$ cat src/rtl/pkt_chain_reader.sv
// Packet-buffer read side: walks a packet's linked block chain, streams its words out through a
// 2-entry FIFO and hands each block back to the free list once its last needed word is read.
module pkt_chain_reader #(
  parameter int unsigned ADDR_W          = 8,
  parameter int unsigned WORDS_PER_BLOCK = 4,
  parameter int unsigned DATA_W          = 64,
  parameter int unsigned LEN_W           = 16
) (
  input  logic                                        clk,
  input  logic                                        rst_n,
  input  logic                                        start_valid_i,
  output logic                                        start_ready_o,
  input  logic [ADDR_W-1:0]                           start_head_i,
  input  logic [LEN_W-1:0]                            start_len_i,
  output logic                                        mem_rd_en_o,
  output logic [ADDR_W+$clog2(WORDS_PER_BLOCK)-1:0]   mem_rd_addr_o,
  input  logic [DATA_W-1:0]                           mem_rd_data_i,
  output logic                                        nxt_rd_en_o,
  output logic [ADDR_W-1:0]                           nxt_rd_idx_o,
  input  logic [ADDR_W-1:0]                           nxt_rd_data_i,
  output logic                                        out_valid_o,
  input  logic                                        out_ready_i,
  output logic [DATA_W-1:0]                           out_data_o,
  output logic                                        out_last_o,
  output logic                                        free_req_o,
  output logic [ADDR_W-1:0]                           free_block_idx_o
);

  localparam int unsigned OFF_W = $clog2(WORDS_PER_BLOCK);

  localparam logic [1:0] StIdle  = 2'd0;
  localparam logic [1:0] StRead  = 2'd1;
  localparam logic [1:0] StFlush = 2'd2;

  logic [1:0]        state_q, state_d;
  logic [ADDR_W-1:0] cur_blk_q, cur_blk_d;
  logic [OFF_W-1:0]  offset_q, offset_d;
  logic [LEN_W-1:0]  remaining_q, remaining_d;

  logic [ADDR_W-1:0] nxt_blk_q;
  logic              nxt_cap_q;

  // Tag of the read issued last cycle, whose data is on mem_rd_data_i now.
  logic              rd_vld_q;
  logic              rd_last_q;
  logic              rd_free_q;
  logic [ADDR_W-1:0] rd_blk_q;

  logic              free_q;
  logic [ADDR_W-1:0] free_idx_q;

  logic [DATA_W-1:0] fifo_data_q [2];
  logic [1:0]        fifo_last_q;
  logic              wr_ptr_q, rd_ptr_q;
  logic [1:0]        fifo_cnt_q;

  logic              start_fire, zero_len, pop, issue, last_word, wrap, free_fire;
  logic [2:0]        occ;
  logic [ADDR_W-1:0] nxt_val;

  always_comb begin
    start_ready_o    = (state_q == StIdle) && !free_q;
    start_fire       = start_valid_i && start_ready_o;
    zero_len         = start_fire && (start_len_i == '0);

    out_valid_o      = (fifo_cnt_q != 2'd0);
    out_data_o       = fifo_data_q[rd_ptr_q];
    out_last_o       = out_valid_o && fifo_last_q[rd_ptr_q];
    pop              = out_valid_o && out_ready_i;

    // Slots a new read would compete for, counting this cycle's pop as already freed.
    occ              = 3'(fifo_cnt_q) + 3'(rd_vld_q) - 3'(pop);
    issue            = (state_q == StRead) && (occ < 3'd2);
    last_word        = (remaining_q == LEN_W'(1));
    wrap             = (offset_q == OFF_W'(WORDS_PER_BLOCK - 1));
    // With two words per block the successor lands in the same cycle as the wrap.
    nxt_val          = nxt_cap_q ? nxt_rd_data_i : nxt_blk_q;

    mem_rd_en_o      = issue;
    mem_rd_addr_o    = {cur_blk_q, offset_q};
    nxt_rd_en_o      = issue && (offset_q == '0) &&
                       (remaining_q > LEN_W'(WORDS_PER_BLOCK));
    nxt_rd_idx_o     = cur_blk_q;

    free_fire        = (rd_vld_q && rd_free_q) || zero_len;
    free_req_o       = free_q;
    free_block_idx_o = free_idx_q;
  end

  always_comb begin
    state_d     = state_q;
    cur_blk_d   = cur_blk_q;
    offset_d    = offset_q;
    remaining_d = remaining_q;
    unique case (state_q)
      StIdle: begin
        if (start_fire) begin
          cur_blk_d   = start_head_i;
          remaining_d = start_len_i;
          offset_d    = '0;
          if (start_len_i != '0) state_d = StRead;
        end
      end
      StRead: begin
        if (issue) begin
          offset_d    = offset_q + OFF_W'(1);
          remaining_d = remaining_q - LEN_W'(1);
          if (wrap) cur_blk_d = nxt_val;
          if (last_word) state_d = StFlush;
        end
      end
      StFlush: begin
        // The final block's free fires exactly as the last read retires.
        if (!rd_vld_q && free_q) state_d = StIdle;
      end
      default: state_d = StIdle;
    endcase
  end

  always_ff @(posedge clk or negedge rst_n) begin
    if (!rst_n) begin
      state_q        <= StIdle;
      cur_blk_q      <= '0;
      offset_q       <= '0;
      remaining_q    <= '0;
      nxt_blk_q      <= '0;
      nxt_cap_q      <= 1'b0;
      rd_vld_q       <= 1'b0;
      rd_last_q      <= 1'b0;
      rd_free_q      <= 1'b0;
      rd_blk_q       <= '0;
      free_q         <= 1'b0;
      free_idx_q     <= '0;
      fifo_data_q[0] <= '0;
      fifo_data_q[1] <= '0;
      fifo_last_q    <= '0;
      wr_ptr_q       <= 1'b0;
      rd_ptr_q       <= 1'b0;
      fifo_cnt_q     <= '0;
    end else begin
      state_q     <= state_d;
      cur_blk_q   <= cur_blk_d;
      offset_q    <= offset_d;
      remaining_q <= remaining_d;

      nxt_cap_q <= nxt_rd_en_o;
      if (nxt_cap_q) nxt_blk_q <= nxt_rd_data_i;

      rd_vld_q <= issue;
      if (issue) begin
        rd_last_q <= last_word;
        rd_free_q <= wrap || last_word;
        rd_blk_q  <= cur_blk_q;
      end

      free_q <= free_fire;
      if (free_fire) free_idx_q <= zero_len ? start_head_i : rd_blk_q;

      if (rd_vld_q) begin
        fifo_data_q[wr_ptr_q] <= mem_rd_data_i;
        fifo_last_q[wr_ptr_q] <= rd_last_q;
        wr_ptr_q              <= !wr_ptr_q;
      end
      if (pop) rd_ptr_q <= !rd_ptr_q;
      fifo_cnt_q <= fifo_cnt_q + 2'(rd_vld_q) - 2'(pop);
    end
  end

endmodule

$ cat config.mk
export PLATFORM = sky130hd
export DESIGN_NAME = pkt_chain_reader
export DESIGN_NICKNAME = d
export VERILOG_FILES = /design/src/rtl/pkt_chain_reader.sv
export SDC_FILE = /design/constraint.sdc
export NUM_CORES = 1
export LEC_CHECK = 0
export CORE_UTILIZATION = 46
export CTS_CLUSTER_DIAMETER = 80
export CTS_CLUSTER_SIZE = 28
export DETAILED_ROUTE_END_ITERATION = 10
export PLACE_DENSITY = 0.76
export SETUP_SLACK_MARGIN = 0.2
export SYNTH_ARGS = -nofsm -noshare
export SYNTH_HDL_FRONTEND = slang
export SYNTH_SLANG_ARGS = --single-unit
$ cat constraint.sdc
create_clock -name clk -period 8.05 [get_ports clk]
set_clock_uncertainty 0.05 [all_clocks]
set_input_delay 0.805 -clock clk [delete_from_list [all_inputs] [get_ports clk]]
set_output_delay 0.805 -clock clk [all_outputs]
set_load 0.1 [all_outputs]
==> results of run 1 <==
-- kinds of logic (layout without fill, tap and decap cells) --
group                      Yosys count  in the layout  share of synthesized area (%)
and+or+nand+nor                     78             78                          5.364
AOI/OAI and AO/OA                   67             67                          4.819
DFF                                191            191                          54.78
adders and majority gates            8              8                          1.233
muxes                              237            237                          30.46
buffers and inverters               52            245                          2.940
xor gates and xnor gates             4              4                         0.4016
-- critical path, cell delays in order --
cell             delay [ns]
clkdlybuf4s50_1        0.39
and2_1                 0.17
ha_1                   0.28
inv_1                  0.04
ha_1                   0.18
fa_1                   0.55
nor3_4                 0.72
nand2_1                0.12
nor2_1                 0.15
clkdlybuf4s50_1        1.16
-- through the flow --
stage / std cells / hold WS (ns) / util (%) / area, µm² / setup slack, ns
after floorplan: 637 / 0.4133 / - / 8725 / 2.413
after global placement: 1031 / 0.4310 / 58.01 / 10810 / 2.757
after detailed placement: 1031 / 0.4391 / 58.01 / 10810 / 2.631
after CTS: 1063 / 0.4534 / 60.88 / 11350 / 2.625
after global routing: 1064 / 0.4604 / 60.92 / 11360 / 2.432
final: 1064 / 0.4348 / 60.92 / 11360 / 2.628
-- metal layers --
layer	part of all wire, %	wire [µm]
met5	0	0
met4	1.2	225
met3	4.8	929
met2	48	9313
met1	46	8942
-- worst min-delay path by stage --
stage | from | to | slack, ns
global route | fifo_data_q[10]$_DFFE_PN0P_ | fifo_data_q[10]$_DFFE_PN0P_ | 0.46
finish | rst_n | fifo_data_q[86]$_DFFE_PN0P_ | 0.43
floorplan | wr_ptr_q$_DFFE_PN0P_ | wr_ptr_q$_DFFE_PN0P_ | 0.41
global placement | fifo_data_q[34]$_DFFE_PN0P_ | fifo_data_q[34]$_DFFE_PN0P_ | 0.43
CTS | nxt_blk_q[0]$_DFF_PN0_ | nxt_blk_q[0]$_DFF_PN0_ | 0.45
detailed placement | fifo_data_q[59]$_DFFE_PN0P_ | fifo_data_q[59]$_DFFE_PN0P_ | 0.44
-- registers in the layout (all words and copies together) (netlist names), 2 cells and up --
signal,flops
free_block_idx_o,8
fifo_data_q,128
fifo_cnt_q,2
fifo_last_q,2
nxt_blk_q,8
offset_q,2
nxt_rd_idx_o,8
rd_blk_q,8
state_q,2
remaining_q,16
-- final cells by class --
| type | instances | area [µm²] |
|---|---|---|
| Fill cell | 1434 | 7286 |
| Timing Repair Buffer | 202 | 2006 |
| Sequential cell | 191 | 4781 |
| Clock inverter | 11 | 85.08 |
| Tap cell | 234 | 292.8 |
| Clock buffer | 21 | 450.4 |
| Multi-Input combinational cell | 394 | 3701 |
| Inverter | 11 | 41.29 |
-- placed cells by master (no fill, tap or decap), types with 3 or more instances in the layout --
| cell type | netlist | layout |
|---|---|---|
| mux2_2 | 228 | 228 |
| clkdlybuf4s50_1 | 0 | 194 |
| dfrtp_1 | 191 | 190 |
| nand2_1 | 24 | 23 |
| o21ai_0 | 21 | 21 |
| a21oi_1 | 20 | 20 |
| clkbuf_16 | 0 | 17 |
| nor2_1 | 16 | 16 |
| inv_1 | 11 | 11 |
| mux2i_1 | 9 | 9 |
| ha_1 | 7 | 7 |
| buf_4 | 8 | 7 |
| nor4_1 | 6 | 6 |
| o22a_1 | 6 | 6 |
| nor3b_1 | 4 | 4 |
| nand3_1 | 4 | 4 |
| clkinv_4 | 0 | 4 |
| xor2_1 | 3 | 3 |
| a31oi_1 | 3 | 3 |
| clkbuf_1 | 12 | 3 |
| clkinv_2 | 0 | 3 |
-- cell usage after synthesis (2+ instances only) --
cell / number
buf_4: 8
nand2b_1: 2
o32ai_1: 2
a22oi_1: 2
mux2_2: 228
nor4_1: 6
nor2b_1: 2
a31oi_1: 3
nand4_1: 2
ha_1: 7
o21ai_0: 21
o22a_1: 6
inv_1: 11
nand2_1: 24
xor2_1: 3
dfrtp_1: 191
mux2i_1: 9
o22ai_1: 2
nor2_1: 16
nand4b_1: 2
nor4_4: 2
clkbuf_1: 12
nand3_1: 4
a21oi_1: 20
nor3b_1: 4
buf_2: 19
==> summary.md, run 1 <==
| Metric | Value |
|---|---|
| IO buf count | `195` |
| Top-area cell type share of the netlist area | `54.78%` |
| Worst-Skew Late Latency | `0.42 ns` |
| Initial Utilization | `46.80%` |
| Share of post-route cells with drive strength above 1 | `33.86%` |
| Yosys warns | `0` |
| DRC viols | `0` |
| I/O pin total | `196` |
| Clk sinks | `191` |
| Min Tclk post-route | `5.422 ns` |
| Total track usage | `20.59%` |
| Worst R2R End | `nxt_rd_idx_o[4]$_DFFE_PN0P_` |
| Initial DRC Count | `270` |
| Post-synthesis async set-or-reset flop share | `100.0%` |
| Cell Area, Synth | `8725 µm²` |
| Met2 GRT Util | `33.84%` |
| GRT busiest layer | `met2` |
| Setup violators final | `0` |
| Die ar. | `19520 µm²` |
| Max Cap Viol | `0` |
| RSZ-0062 raised after global routing | `false` |
| Core Area | `18640 µm²` |
| Initial antenna violation count | `0` |
| Vias/cell | `5.426` |
| Vias in the first global route | `6190` |
| Reg2reg path depth | `11` |
| Cell taking the most area after synthesis | `dfrtp_1` |
| Post-DP HPWL | `13.06 mm` |
| DR WL/cell | `18.24 µm` |
| Die Span X | `139.7 µm` |
| Vias post-DR | `5773` |
| Total Nets Final | `925` |
| Main synth FF type | `dfrtp_1` |
| Slew Limit Fails | `0` |
| Clock buffer depth | `2` |
| Clock transition at path regs | `0.07 ns` |
| Syn_area_per_cell | `13.70 µm²` |
| Worst slew pin tran | `1.051 ns` |
| CP endpoint | `nxt_rd_en_o` |
| HP Class | `input pin to async pin` |
| Largest net degree at the start of global routing | `107` |
| Outcome | `complete, no violations` |
| Max FO, Critical Path | `17` |
| WP data arrival | `4.57 ns` |
| Mapped Cells | `637` |
| First-pass iteration count of the detailed router | `5` |
| Hold buffers post-CTS | `0` |
| Drt total wl | `19.41 mm` |
| Fin crit share | `67.36%` |
| RD Place Congestion | `0.8381` |
| WP data required | `7.19 ns` |
| Top post-synthesis cells by area | `dfrtp_1 55%, mux2_2 29%, o21ai_0 1.2%` |
| Relative slew margins | `29.94%` |
| Worst Setup SP | `out_ready_i` |
| Post-synth EDFFs | `0` |
| Yosys reg bits | `191` |
| # resized after CTS | `0` |
| Setup bufs post-CTS | `0` |
| Setup TNS | `0 ns` |
| Rows | `50` |
| Flop2flop setup slack | `4.84 ns` |
| Crit. End Element | `output port` |
| Syn nets | `745` |
| Kind of critical path | `input pin to output port` |
| Die Height | `139.7 µm` |
| Setup crit start kind | `input pin` |
| Global routing usage on met3 | `4.129%` |
| Max Freq | `184.4 MHz` |
| Fin. Hold Viols | `0` |
| Overflow after GRT | `0` |
| Final ANT Viol Nets | `0` |
| Total CTS buffers | `17` |
| Depth of the CTS H-tree | `4` |
| Sequential element share of the synthesized area | `54.78%` |
| Antenna cells | `0` |
| Number of distinct library cells after synthesis | `55` |
| CTS tree | `built` |
| Global-route wire length before repair | `31.90 mm` |
| Root buffer cell | `clkbuf_16` |
| Met1 Track Usage GR | `27.60%` |
| Area grow syn2layout | `30.17%` |
| R2r startpoint | `fifo_cnt_q[1]$_DFF_PN0_` |
Power of run 1 is left out: the tool's default activity adds up to more than one toggle a clock period on the data nets, which glitch-free logic cannot reach.
==> inputs of run 2 (changes only) <==
--- a/config.mk
+++ b/config.mk
@@ -9,7 +9,7 @@
 export CTS_CLUSTER_DIAMETER = 80
 export CTS_CLUSTER_SIZE = 28
 export DETAILED_ROUTE_END_ITERATION = 10
-export PLACE_DENSITY = 0.76
+export PLACE_DENSITY = 0.79
 export SETUP_SLACK_MARGIN = 0.2
 export SYNTH_ARGS = -nofsm -noshare
 export SYNTH_HDL_FRONTEND = slang
==> constraint.sdc (replaced) <==
create_clock -name clk -period 4.93 [get_ports clk]
set_clock_uncertainty 0.05 [all_clocks]
set_input_delay 0.493 -clock clk [delete_from_list [all_inputs] [get_ports clk]]
set_output_delay 0.493 -clock clk [all_outputs]
set_load 0.1 [all_outputs]
==> run 2 against run 1 <==
Effect of this change:
- non-clock buffer count up 2
- via count down 0.31%
- flip-flop and latch count did not move
==> summary.md, run 2 (synthesized netlist as in run 1, its figures left out) <==
| Metric | Value |
|---|---|
| Overflow after GRT | `0 (unchanged)` |
| Largest register FFs | `128 (unchanged)` |
| Max Cap Viol | `0 (unchanged)` |
| Initial DRC Count | `245 (-9.3%)` |
| Post-DP HPWL | `12.58 mm (-3.7%)` |
| Hold buffers post-CTS | `0 (unchanged)` |
| Initial antenna violation count | `0 (unchanged)` |
| Setup violators final | `0 (unchanged)` |
| Area grow syn2layout | `31.28%` |
| # fillers | `1497 (+4.4%)` |
| HP Class | `input pin to async pin` |
| Global-route wire length before repair | `31.42 mm (-1.5%)` |
| Total CTS buffers | `17 (unchanged)` |
| Core Area | `18640 µm² (unchanged)` |
| First-pass iteration count of the detailed router | `4 (-1)` |
| Most frequent cells in the layout | `228 x mux2_2, 192 x clkdlybuf4s50_1, 190 x dfrtp_1` |
| Min Tclk post-route | `3.989 ns` |
| Fin crit share | `80.91%` |
| Final ANT Viol Nets | `0 (unchanged)` |
| Total Nets Final | `927 (+0.22%)` |
| Commonest non-fill, non-tap cell in the layout | `mux2_2` |
| Setup TNS | `0 ns (unchanged)` |
| Fin cells | `1066 (+0.19%)` |
| Most flop-heavy register | `fifo_data_q` |
| DRC viols | `0 (unchanged)` |
| Total track usage | `20.27% (-0.32 points)` |
| WP data required | `4.39 ns (-2.80 ns)` |
| # resized after CTS | `0 (unchanged)` |
| Biggest regs | `fifo_data_q: 128 flops, remaining_q: 16 flops` |
| Clk sinks | `191 (unchanged)` |
| Setup bufs post-CTS | `0 (unchanged)` |
| Root buffer cell | `clkbuf_16` |
| Fin. Hold Viols | `0 (unchanged)` |
| Relative slew margins | `20.28% (-9.7 points)` |
| Max FO, Critical Path | `11 (-6)` |
| Die ar. | `19520 µm² (unchanged)` |
| IO buf count | `195 (unchanged)` |
| Rows | `50 (unchanged)` |
| Clock transition at path regs | `0.07 ns (about the same)` |
| Drt total wl | `18.76 mm (-3.4%)` |
| Largest net degree at the start of global routing | `114 (+6.5%)` |
| Vias/cell | `5.399 (-0.50%)` |
| Share of post-route cells with drive strength above 1 | `34.74% (+0.88 points)` |
| Depth of the CTS H-tree | `4 (unchanged)` |
| Die Height | `139.7 µm (unchanged)` |
| Initial Utilization | `46.80% (unchanged)` |
| Slew Limit Fails | `0 (unchanged)` |
| Worst-Skew Late Latency | `0.43 ns (about the same)` |
| CTS tree | `built` |
| Crit. End Element | `output port` |
| Clock buffer depth | `2 (unchanged)` |
| Vias in the first global route | `6062 (-2.1%)` |
| DR WL/cell | `17.59 µm (-3.6%)` |
| Die Span X | `139.7 µm (unchanged)` |
| Worst slew pin tran | `1.190 ns (+0.1393 ns)` |
| Antenna cells | `0 (unchanged)` |
| Pre-CTS WS | `1.160 ns (-1.471 ns)` |
| Vias post-DR | `5755 (-0.31%)` |
| Placed instance count | `1034 (+0.29%)` |
| Outcome | `complete, no violations` |
| Max Freq | `250.7 MHz` |
| RD Place Congestion | `0.7953 (-5.1%)` |
| Kind of critical path | `register to output port` |
| Final core occ | `61.44% (+0.52 points)` |
| Setup crit start kind | `register` |
| WP data arrival | `3.45 ns (-1.12 ns)` |
| Final WS setup | `0.9413 ns (-1.686 ns)` |
| RSZ-0062 raised after global routing | `false` |
| I/O pin total | `196 (unchanged)` |
==> run 2: changes by cell type in the layout (fill, tap and decap cells not counted), sizes merged <==
cell and delta:
buf +3, bufinv +2, clkbuf -3, clkdlybuf4s50 -2, clkinv -4, inv +6
==> run 2: worst max-delay path: stages, from the launching register on <==
cell and delay, ns:
dfrtp_1 0.42, inv_1 0.15, nand2_1 0.10, and2_1 0.19, ha_1 0.28, inv_1 0.04
ha_1 0.18, fa_1 0.53, nor3_4 0.53, nand2_1 0.18, nor2_4 0.12, buf_4 0.30
==> run 2: worst paths after layout <==
check,from,end,slack [ns],cells past startpoint
min in group clk,nxt_blk_q[6]$_DFF_PN0_,nxt_blk_q[6]$_DFF_PN0_,0.45,1
setup / recovery,fifo_cnt_q[1]$_DFF_PN0_,nxt_rd_en_o,0.94,11
max in group asynchronous,rst_n,rd_ptr_q$_DFFE_PN0P_,3.58,2
setup reg to reg,fifo_cnt_q[1]$_DFF_PN0_,nxt_rd_idx_o[4]$_DFFE_PN0P_,1.51,10
hold / removal,rst_n,fifo_data_q[20]$_DFFE_PN0P_,0.14,1
hold reg to reg,nxt_blk_q[6]$_DFF_PN0_,nxt_blk_q[6]$_DFF_PN0_,0.45,1
==> run 2: per-layer routing <==
layer  global-route usage (%)  vias to the layer above  share of wire (%)
li1                         -                     2664                  -
met1                    27.90                     2881                 46
met2                    32.16                      189                 47
met3                    4.818                       21                5.2
met4                    5.321                        0                1.1
met5                        0                        -                  0
==> run 2: layout make-up <==
type,count,area [µm²],share of cell area (%)
inverters,11,41.29,0.3605
clock inverters,15,173.9,1.518
flip-flops and latches,191,4781,41.74
clock buffers,17,425.4,3.714
multi-input cells,394,3709,32.38
well taps,234,292.8,2.556
repair buffers,204,2031,17.73
==> run 2: stage by stage <==
step	hold WS [ns]	area (µm²)
after detailed placement	0.4378	10850
final	0.1410	11450
after global routing	0.2024	11450
after CTS	0.1755	11450
after global placement	0.4308	10850
after floorplan	0.1474	8732
Power of run 2 is left out for the same reason.
